$ cat config.mk
export PLATFORM = sky130hd
export DESIGN_NAME = grid_scan_driver
export DESIGN_NICKNAME = d
export VERILOG_FILES = /design/src/rtl/grid_pkg.sv /design/src/rtl/scan_timer.sv /design/src/rtl/grid_scan_driver.sv
export SDC_FILE = /design/constraint.sdc
export NUM_CORES = 1
export LEC_CHECK = 0
export BUFFER_PORTS_ARGS = -buffer_cell sky130_fd_sc_hd__buf_2
export CORE_MARGIN = 3
export CORE_UTILIZATION = 52
export CTS_BUF_LIST = sky130_fd_sc_hd__clkbuf_8
export DETAILED_ROUTE_END_ITERATION = 10
export PLACE_DENSITY = 0.79
export SYNTH_ARGS = -nofsm -noshare
export SYNTH_HDL_FRONTEND = slang
export SYNTH_HIERARCHICAL = 1
export SYNTH_SLANG_ARGS = --single-unit
$ cat constraint.sdc
create_clock -name clk -period 3.1 [get_ports clk]
set_clock_uncertainty 0.2 [all_clocks]
set_input_delay 0.155 -clock clk [delete_from_list [all_inputs] [get_ports clk]]
set_output_delay 0.155 -clock clk [all_outputs]
set_load 0.005 [all_outputs]
$ cat src/rtl/grid_pkg.sv
// Shared sizes and state encoding for the 8x8 grid scan driver.
package grid_pkg;

  localparam int unsigned ROWS   = 8;
  localparam int unsigned COLS   = 8;
  localparam int unsigned GRID_W = 64;
  localparam int unsigned ROW_W  = 3;
  localparam int unsigned CNT_W  = 8;

  typedef enum logic [1:0] {
    IDLE   = 2'd0,
    LOAD   = 2'd1,
    ROW_ON = 2'd2,
    BLANK  = 2'd3
  } scan_state_t;

endpackage

$ cat src/rtl/scan_timer.sv
// Loadable 8-bit down-counter that times the lit and blanking phases of a row.
module scan_timer
  import grid_pkg::*;
(
  input  logic             clk,
  input  logic             reset,
  input  logic             load,
  input  logic [CNT_W-1:0] load_val,
  output logic [CNT_W-1:0] count,
  output logic             zero_c
);

  // Reload on phase entry, otherwise count down and park at zero.
  always_ff @(posedge clk or posedge reset) begin
    if (reset) begin
      count <= '0;
    end else if (load) begin
      count <= load_val;
    end else if (count != '0) begin
      count <= count - CNT_W'(1);
    end
  end

  assign zero_c = (count == '0);

endmodule

$ cat src/rtl/grid_scan_driver.sv
// Row-multiplexed LED driver for an 8x8 grid: snapshots a generation once per
// frame, then lights one row at a time with optional blanking between rows.
module grid_scan_driver
  import grid_pkg::*;
#(
  parameter int unsigned DWELL_CYCLES = 4,
  parameter int unsigned BLANK_CYCLES = 1
) (
  input  logic              clk,
  input  logic              reset,
  input  logic              enable,
  input  logic [GRID_W-1:0] grid,
  input  logic              grid_valid,
  output logic              grid_ack,
  output logic [ROWS-1:0]   row_sel,
  output logic [COLS-1:0]   col_data,
  output logic              frame_done,
  output logic              busy
);

  localparam logic [CNT_W-1:0] DWELL_LOAD = CNT_W'(DWELL_CYCLES - 1);
  localparam logic [CNT_W-1:0] BLANK_LOAD =
    (BLANK_CYCLES != 0) ? CNT_W'(BLANK_CYCLES - 1) : '0;
  localparam logic [ROW_W-1:0] LAST_ROW   = ROW_W'(ROWS - 1);
  // The last phase of a frame is row 7's blanking, or its lit phase when
  // blanking is disabled.
  localparam scan_state_t      FINAL_ST   = (BLANK_CYCLES != 0) ? BLANK : ROW_ON;

  scan_state_t       state, state_nxt;
  logic [ROW_W-1:0]  row, row_nxt;
  logic [GRID_W-1:0] snapshot, snapshot_nxt;
  logic              step_c;
  logic              timer_load;
  logic [CNT_W-1:0]  timer_val;
  logic [CNT_W-1:0]  timer_count;
  logic              timer_zero_c;
  logic              last_nxt;

  logic              grid_ack_nxt;
  logic [ROWS-1:0]   row_sel_nxt;
  logic [COLS-1:0]   col_data_nxt;
  logic              frame_done_nxt;
  logic              busy_nxt;

  scan_timer u_timer (
    .clk      (clk),
    .reset    (reset),
    .load     (timer_load),
    .load_val (timer_val),
    .count    (timer_count),
    .zero_c   (timer_zero_c)
  );

  // State register plus registered outputs, so every output is glitch-free.
  always_ff @(posedge clk or posedge reset) begin
    if (reset) begin
      state      <= IDLE;
      row        <= '0;
      snapshot   <= '0;
      grid_ack   <= 1'b0;
      row_sel    <= '0;
      col_data   <= '0;
      frame_done <= 1'b0;
      busy       <= 1'b0;
    end else begin
      state      <= state_nxt;
      row        <= row_nxt;
      snapshot   <= snapshot_nxt;
      grid_ack   <= grid_ack_nxt;
      row_sel    <= row_sel_nxt;
      col_data   <= col_data_nxt;
      frame_done <= frame_done_nxt;
      busy       <= busy_nxt;
    end
  end

  // Next-state, row index, snapshot capture and phase timer control.
  always_comb begin
    state_nxt    = state;
    row_nxt      = row;
    snapshot_nxt = snapshot;
    step_c       = 1'b0;
    timer_load   = 1'b0;
    timer_val    = DWELL_LOAD;

    case (state)
      IDLE: begin
        if (enable) state_nxt = LOAD;
      end
      LOAD: begin
        row_nxt    = '0;
        state_nxt  = ROW_ON;
        timer_load = 1'b1;
        timer_val  = DWELL_LOAD;
      end
      ROW_ON: begin
        if (timer_zero_c) begin
          if (BLANK_CYCLES != 0) begin
            state_nxt  = BLANK;
            timer_load = 1'b1;
            timer_val  = BLANK_LOAD;
          end else begin
            step_c = 1'b1;
          end
        end
      end
      BLANK: begin
        if (timer_zero_c) step_c = 1'b1;
      end
      default: state_nxt = IDLE;
    endcase

    // Advance to the next row, or close the frame after row 7.
    if (step_c) begin
      if (row != LAST_ROW) begin
        row_nxt    = row + ROW_W'(1);
        state_nxt  = ROW_ON;
        timer_load = 1'b1;
        timer_val  = DWELL_LOAD;
      end else begin
        state_nxt = enable ? LOAD : IDLE;
      end
    end

    // Only a LOAD entry may update the snapshot, so a frame never tears.
    if (state_nxt == LOAD && grid_valid) snapshot_nxt = grid;

    // True when the upcoming clock is the final one of the current phase.
    last_nxt = timer_load ? (timer_val == '0) : (timer_count == CNT_W'(1));
  end

  // Output decode from the upcoming state, captured by the register above.
  always_comb begin
    grid_ack_nxt   = 1'b0;
    row_sel_nxt    = '0;
    col_data_nxt   = '0;
    frame_done_nxt = 1'b0;
    busy_nxt       = (state_nxt != IDLE);

    if (state_nxt == LOAD && grid_valid) grid_ack_nxt = 1'b1;

    if (state_nxt == ROW_ON) begin
      row_sel_nxt  = ROWS'(1) << row_nxt;
      col_data_nxt = snapshot[{row_nxt, 3'b000} +: COLS];
    end

    if (state_nxt == FINAL_ST && row_nxt == LAST_ROW && last_nxt)
      frame_done_nxt = 1'b1;
  end

endmodule

==> metrics, run 1 <==
sequential share of the synthesized area=0.531; sequential cell area=2400 um^2; Synth area leaders=dfrtp_1, mux2_1, mux2i_1; DP Area=5110 um^2; Cell variety after synth=47; Fmax=334 MHz; Max Fanout on Critical Path=22; crit path capture type=register; gpl congestion=0.928; max_cap viols=0; largest net degree at the start of global routing=55; die area=9850 um^2; relative slew slack=0.382; pre-CTS setup slack=15.4 ps; FP Rows=33; area leader, netlist=dfrtp_1; Total GRT Usage=0.235; Syn Inst Count=346; width of the die=99.2 um; CTS Buffer Depth=2; most frequent cell after synthesis=dfrtp_1; Post-Layout Cell Count=619; filler instances=602; worst-margin pin slew=926 ps; placeable core area=8340 um^2; status=finished, final reports clean; worst skew pair latency=350 ps; vias per cell=5.43; number of port buffers=86; total number of vias=3361; area of the multi-input gates=1970 um^2; post-synth top area share=0.531; crit path kind=register to register; Final setup viols=0; Worst-path clk slew=90 ps; DRT iter0 DRCs=137; Routed WL=11000 um; Initial Utilization=0.542; Worst Hold Slack=106 ps; maximum vdd drop=373 uV; initial antenna violation count=1; Root Driver=clkbuf_8; asr flop ratio synth=1.00; syn_area_per_cell=13.1 um^2; Synth Flop Type=dfrtp_1; cell count after placement=538; HP Class=input pin to async pin; setup bufs post-CTS=0; min Tclk post-route=3000 ps; CTS tree=yes; Cell Pwr Density=606 nW/um^2; share of cells above drive strength 1=0.251; Die Y=99.2 um; final setup TNS=0 ps; data required time of the worst path=3150 ps; global route overflow=0; first-pass GRT wire length=17900 um; Final ANT Viol Nets=0; worst setup margin=102 ps; cts bufs inserted=9; Synth Register Bits=96; leakage dissipation=3.15 nW; Synth warnings=6; Final nets=587; Routed wire per std cell=17.8 um; RSZ-0062 raised after global routing=false; area grow syn2layout=32.2%; # DRC=0; Detailed Place HPWL=7160 um; Total Power=3.62 mW; number of H-tree levels=3; vias in the first global route=3526; CP arrival=3040 ps; final hold vios=0; number of synthesized flops with an enable pin=0; most common library cells after synthesis=dfrtp_1, mux2_1, mux2i_1; # IOs=87; Final Util=0.716; final slew viol count=0; Final Cycle Share=0.967; Post-Synthesis Cell Area=4520 um^2; drt pass-1 iters=4; Design Area, Final=5970 um^2; Sink Count=96; nature of the critical path startpoint=register
## final cells by class
cell class	count	area share
Antenna cell	1	0.000419
Clock buffer	9	0.0207
Clock inverter	6	0.00921
Inverter	13	0.00859
Multi-Input combinational cell	224	0.330
Sequential cell	96	0.402
Tap cell	105	0.0220
Timing Repair Buffer	165	0.207
## logic make-up (layout without fill, tap and decap cells)
kind of cell | count (synthesis) | after routing | synth area share
buffers and inverters | 31 | 193 | 0.0437
adders and majority gates | 10 | 10 | 0.0277
muxes | 109 | 109 | 0.263
AOI/OAI and AO/OA | 32 | 32 | 0.0540
DFF | 96 | 96 | 0.531
other | 1 | 7 | 0.000830
xor gates and xnor gates | 2 | 2 | 0.00388
and+or+nand+nor | 65 | 65 | 0.0753
## path summary, 6_finish.rpt
check / slack (ps) / start / endpoint / cells after the start
worst min-delay path: 110 / reset / u_timer/count[1] / 3
worst max-delay path: 100 / u_timer/count[0] / col_data[6] / 10
worst min register to register: 290 / snapshot[16] / snapshot[16] / 1
max in group asynchronous: 1590 / reset / snapshot[18] / 4
worst max register to register: 100 / u_timer/count[0] / col_data[6] / 10
min in group clk: 140 / enable / state[0] / 4
## critical path, cell delays in order, from the launching register on
cell	delay (ps)
dfrtp_1	430
inv_1	100
ha_1	160
or4b_4	480
nor2_4	170
nand3b_1	150
mux2_4	360
buf_12	190
mux2i_1	260
mux2i_1	140
a32o_1	230
## timing repair
action / CTS / global route
pin swaps: 0 / 0
endpoints found under the hold margin: 124 / 0
hold buffers: 65 / 0
gates resized for setup: 1 / 7
endpoints found under the setup margin: 1 / 47
## per-layer routing
layer	part of all wire	global-route usage	vias up	wire (um)
li1	-	-	1565	-
met1	0.40	0.282	1657	4390
met2	0.52	0.412	113	5740
met3	0.052	0.0498	26	576
met4	0.031	0.0935	0	337
met5	0	0	-	0
## sequential cells by signal, indices dropped and copies added (netlist names)
register and flops:
snapshot 64, col_data 8, row_sel 8, u_timer/count 8
row 3, state 2, busy 1, frame_done 1
grid_ack 1
## where the power goes
group / leakage (nW) / internal [mW] / total, mW / switching [mW]
sequential: 1.25 / 1.54 / 1.77 / 0.226
clock: 0.103 / 0.361 / 0.775 / 0.414
combinational: 1.80 / 0.547 / 1.07 / 0.526
total: 3.15 / 2.45 / 3.62 / 1.17
## cell usage in the layout (no fill, tap or decap), types with 5 or more instances in the layout
master | synthesis | final
a32o_1 | 8 | 8
buf_2 | 5 | 86
buf_4 | 1 | 10
clkbuf_8 | 0 | 9
conb_1 | 1 | 6
dfrtp_1 | 96 | 96
dlygate4sd3_1 | 0 | 65
ha_1 | 10 | 10
inv_1 | 12 | 14
mux2_1 | 64 | 64
mux2i_1 | 42 | 39
nand2_1 | 23 | 23
nor2_1 | 7 | 6
nor3_1 | 5 | 5
nor4_1 | 10 | 10
Power figures use the tool's default switching activity.
==> run 2, diff against run 1 <==
CORE_UTILIZATION = 53   (was 52)
SYNTH_HIERARCHICAL = default   (was 1)
==> metrics, run 2 <==
Synth Flop Type=dfrtp_1; vias in the first global route=4335 (+23%); Synth Register Bits=96 (unchanged); area grow syn2layout=30.0%; crit path capture type=register; Sink Count=96 (unchanged); Fmax=337 MHz (+1.0%); worst skew pair latency=370 ps (+20 ps); setup bufs post-CTS=0 (unchanged); Routed WL=13600 um (+24%); sequential share of the synthesized area=0.468 (-0.0632); mux share of post-synthesis cell area=0.190 (-0.0730); vias per cell=5.78 (+6.4%); min Tclk post-route=2970 ps (-31.1 ps); Final Cycle Share=0.957 (-0.0100); reg2reg start=u_timer.count[0]; Cell Pwr Density=634 nW/um^2 (+4.7%); global route overflow=0 (unchanged); # IOs=87 (unchanged); initial antenna violation count=0 (-1); FP Rows=35 (+6.1%); CP peak stage delay=540 ps (+60 ps); Biggest register=snapshot; data required time of the worst path=3150 ps (about the same); CTS tree=yes; crit path kind=register to register; worst path cell trace=inv_1 > ha_1 > or3b_2 > o31a_1 > o21ai_2 > a31o_4 > buf_12 > mux2_2; leakage dissipation=3.08 nW (-2.5%); syn_area_per_cell=12.1 um^2 (-7.6%); Design Area, Final=6670 um^2 (+12%); gpl congestion=0.934 (+0.62%); compound-gate portion of the synthesized area=0.151 (+0.0972); post-synthesis simple-gate area fraction=0.106 (+0.0308); Synth Area in XOR/XNOR=0.00683 (+0.00295); die area=10900 um^2 (+11%); max_cap viols=0 (unchanged); cts bufs inserted=9 (unchanged); Synth area leaders=dfrtp_1, mux2_4, mux2_2; worst-margin pin slew=892 ps (-34.2 ps); Routed wire per std cell=18.8 um (+5.2%); DRT iter0 DRCs=330 (+140%); commonest non-fill, non-tap cells in the layout=dfrtp_1, buf_2, dlygate4sd3_1, mux2_4, buf_4; Detailed Place HPWL=9100 um (+27%); drt pass-1 iters=5 (+1); total number of vias=4199 (+25%); Post-Synthesis Cell Area=5130 um^2 (+14%); max FFs per register=64 (unchanged); number of synthesized flops with an enable pin=0 (unchanged); DP Area=5800 um^2 (+14%); post-synth top area share=0.468 (-0.0632); CTS Buffer Depth=2 (unchanged); largest net degree at the start of global routing=55 (unchanged); most common library cells after synthesis=dfrtp_1, mux2_4, nor2_1; width of the die=104 um (+5.2%); critical path's slowest cell=or3b_2; placeable core area=9330 um^2 (+12%); area leader, netlist=dfrtp_1; HP Class=input pin to async pin; Syn Inst Count=425 (+23%); cell family with most CP delay=compound AO/OA/AOI/OAI gates; # DRC=0 (unchanged); Root Driver=clkbuf_8; nature of the critical path startpoint=register; adder-cell share of the synthesized area=0.0219 (-0.00573); Total GRT Usage=0.263 (+0.0277); largest family of logic cells by synthesized area=multiplexers; most frequent cell after synthesis=dfrtp_1; RSZ-0062 raised after global routing=false; status=finished, final reports clean; maximum vdd drop=372 uV (-0.38%); CP arrival=3020 ps (-20 ps); Initial Utilization=0.550 (+0.00810); number of H-tree levels=3 (unchanged); Synth warnings=0 (-6); Cell variety after synth=61 (+30%); final setup TNS=0 ps (unchanged); final slew viol count=0 (unchanged); antenna diode count=0 (-1); relative slew slack=0.403 (+0.0207); Final nets=670 (+14%); most common cell after layout, fill and taps aside=dfrtp_1; number of port buffers=86 (unchanged); crit path buf inv count=2 (unchanged); Total Power=4.23 mW (+17%); Worst Hold Slack=230 ps (+124 ps); Max Fanout on Critical Path=22 (unchanged); first-pass GRT wire length=22900 um (+28%); syn_nets=502; final hold vios=0 (unchanged); asr flop ratio synth=1.00 (unchanged); Final ANT Viol Nets=0 (unchanged); Worst-path clk slew=90 ps (about the same); Die Y=104 um (+5.2%); CP Launch Point=u_timer.count[0]; share of cells above drive strength 1=0.349 (+0.0980); Final setup viols=0 (unchanged)
run 2: changes by cell type in the layout (fill, tap and decap cells not counted), moves of 8 or more:
cell	change
a21oi_1	+17
mux2_4	+48
nand2_1	-11
a211oi_1	+13
mux2_1	-64
o32ai_1	+13
buf_4	+17
nor2_1	+16
mux2i_1	-34
nand4_1	+8
a32o_1	-8
nor4_1	-8
mux2_2	+15
run 2: final cells by class:
class	count	area [um^2]
fillers	605	2660
multi-input cells	284	2470
flip-flops and latches	96	2400
repair buffers	183	1370
well taps	129	161
clock buffers	9	124
inverters	19	72.6
clock inverters	7	63.8
run 2: worst min-delay path: cells and delay by family:
family	cells	cell delay (ps)
buffers and inverters	3	1150
run 2: final timing paths:
path                           endpoint  slack (ps)  cells past startpoint
min in group clk           snapshot[18]         320                      1
max in group asynchronous  snapshot[50]        1730                      4
setup / recovery           snapshot[60]         130                      8
hold / removal             snapshot[14]         230                      3
setup reg to reg           snapshot[60]         130                      8
hold reg to reg            snapshot[18]         320                      1
run 2: repair_timing:
action	4_1_cts	5_1_grt
endpoints found under the setup margin	0	2
endpoints found under the hold margin	107	0
hold buffers	66	0
resized for setup	0	3
run 2: routing by layer:
metal / global-route usage / part of all wire
met2: 0.424 / 0.48
met3: 0.0534 / 0.064
met1: 0.354 / 0.43
met5: 0 / 0
met4: 0.0874 / 0.023
run 2: power breakdown:
| group | internal, mW | leakage [nW] | switching [mW] |
|---|---|---|---|
| Combinational | 0.786 | 1.72 | 0.849 |
| Sequential | 1.55 | 1.25 | 0.245 |
| Clock | 0.368 | 0.107 | 0.432 |
| Total | 2.70 | 3.08 | 1.53 |
run 2: stage by stage:
step / setup slack (ps) / utilization / instances
after floorplan: 139 / - / 425
after global placement: 227 / 0.622 / 645
after detailed placement: 176 / 0.622 / 645
after CTS: 155 / 0.713 / 727
after global routing: 4.62 / 0.715 / 727
final: 133 / 0.715 / 727
run 2: cell families after synthesis:
family | count (synthesis)
DFF | 96
adders and majority gates | 9
and+or+nand+nor | 96
AOI/OAI and AO/OA | 104
muxes | 71
xor gates and xnor gates | 4
buffers and inverters | 45
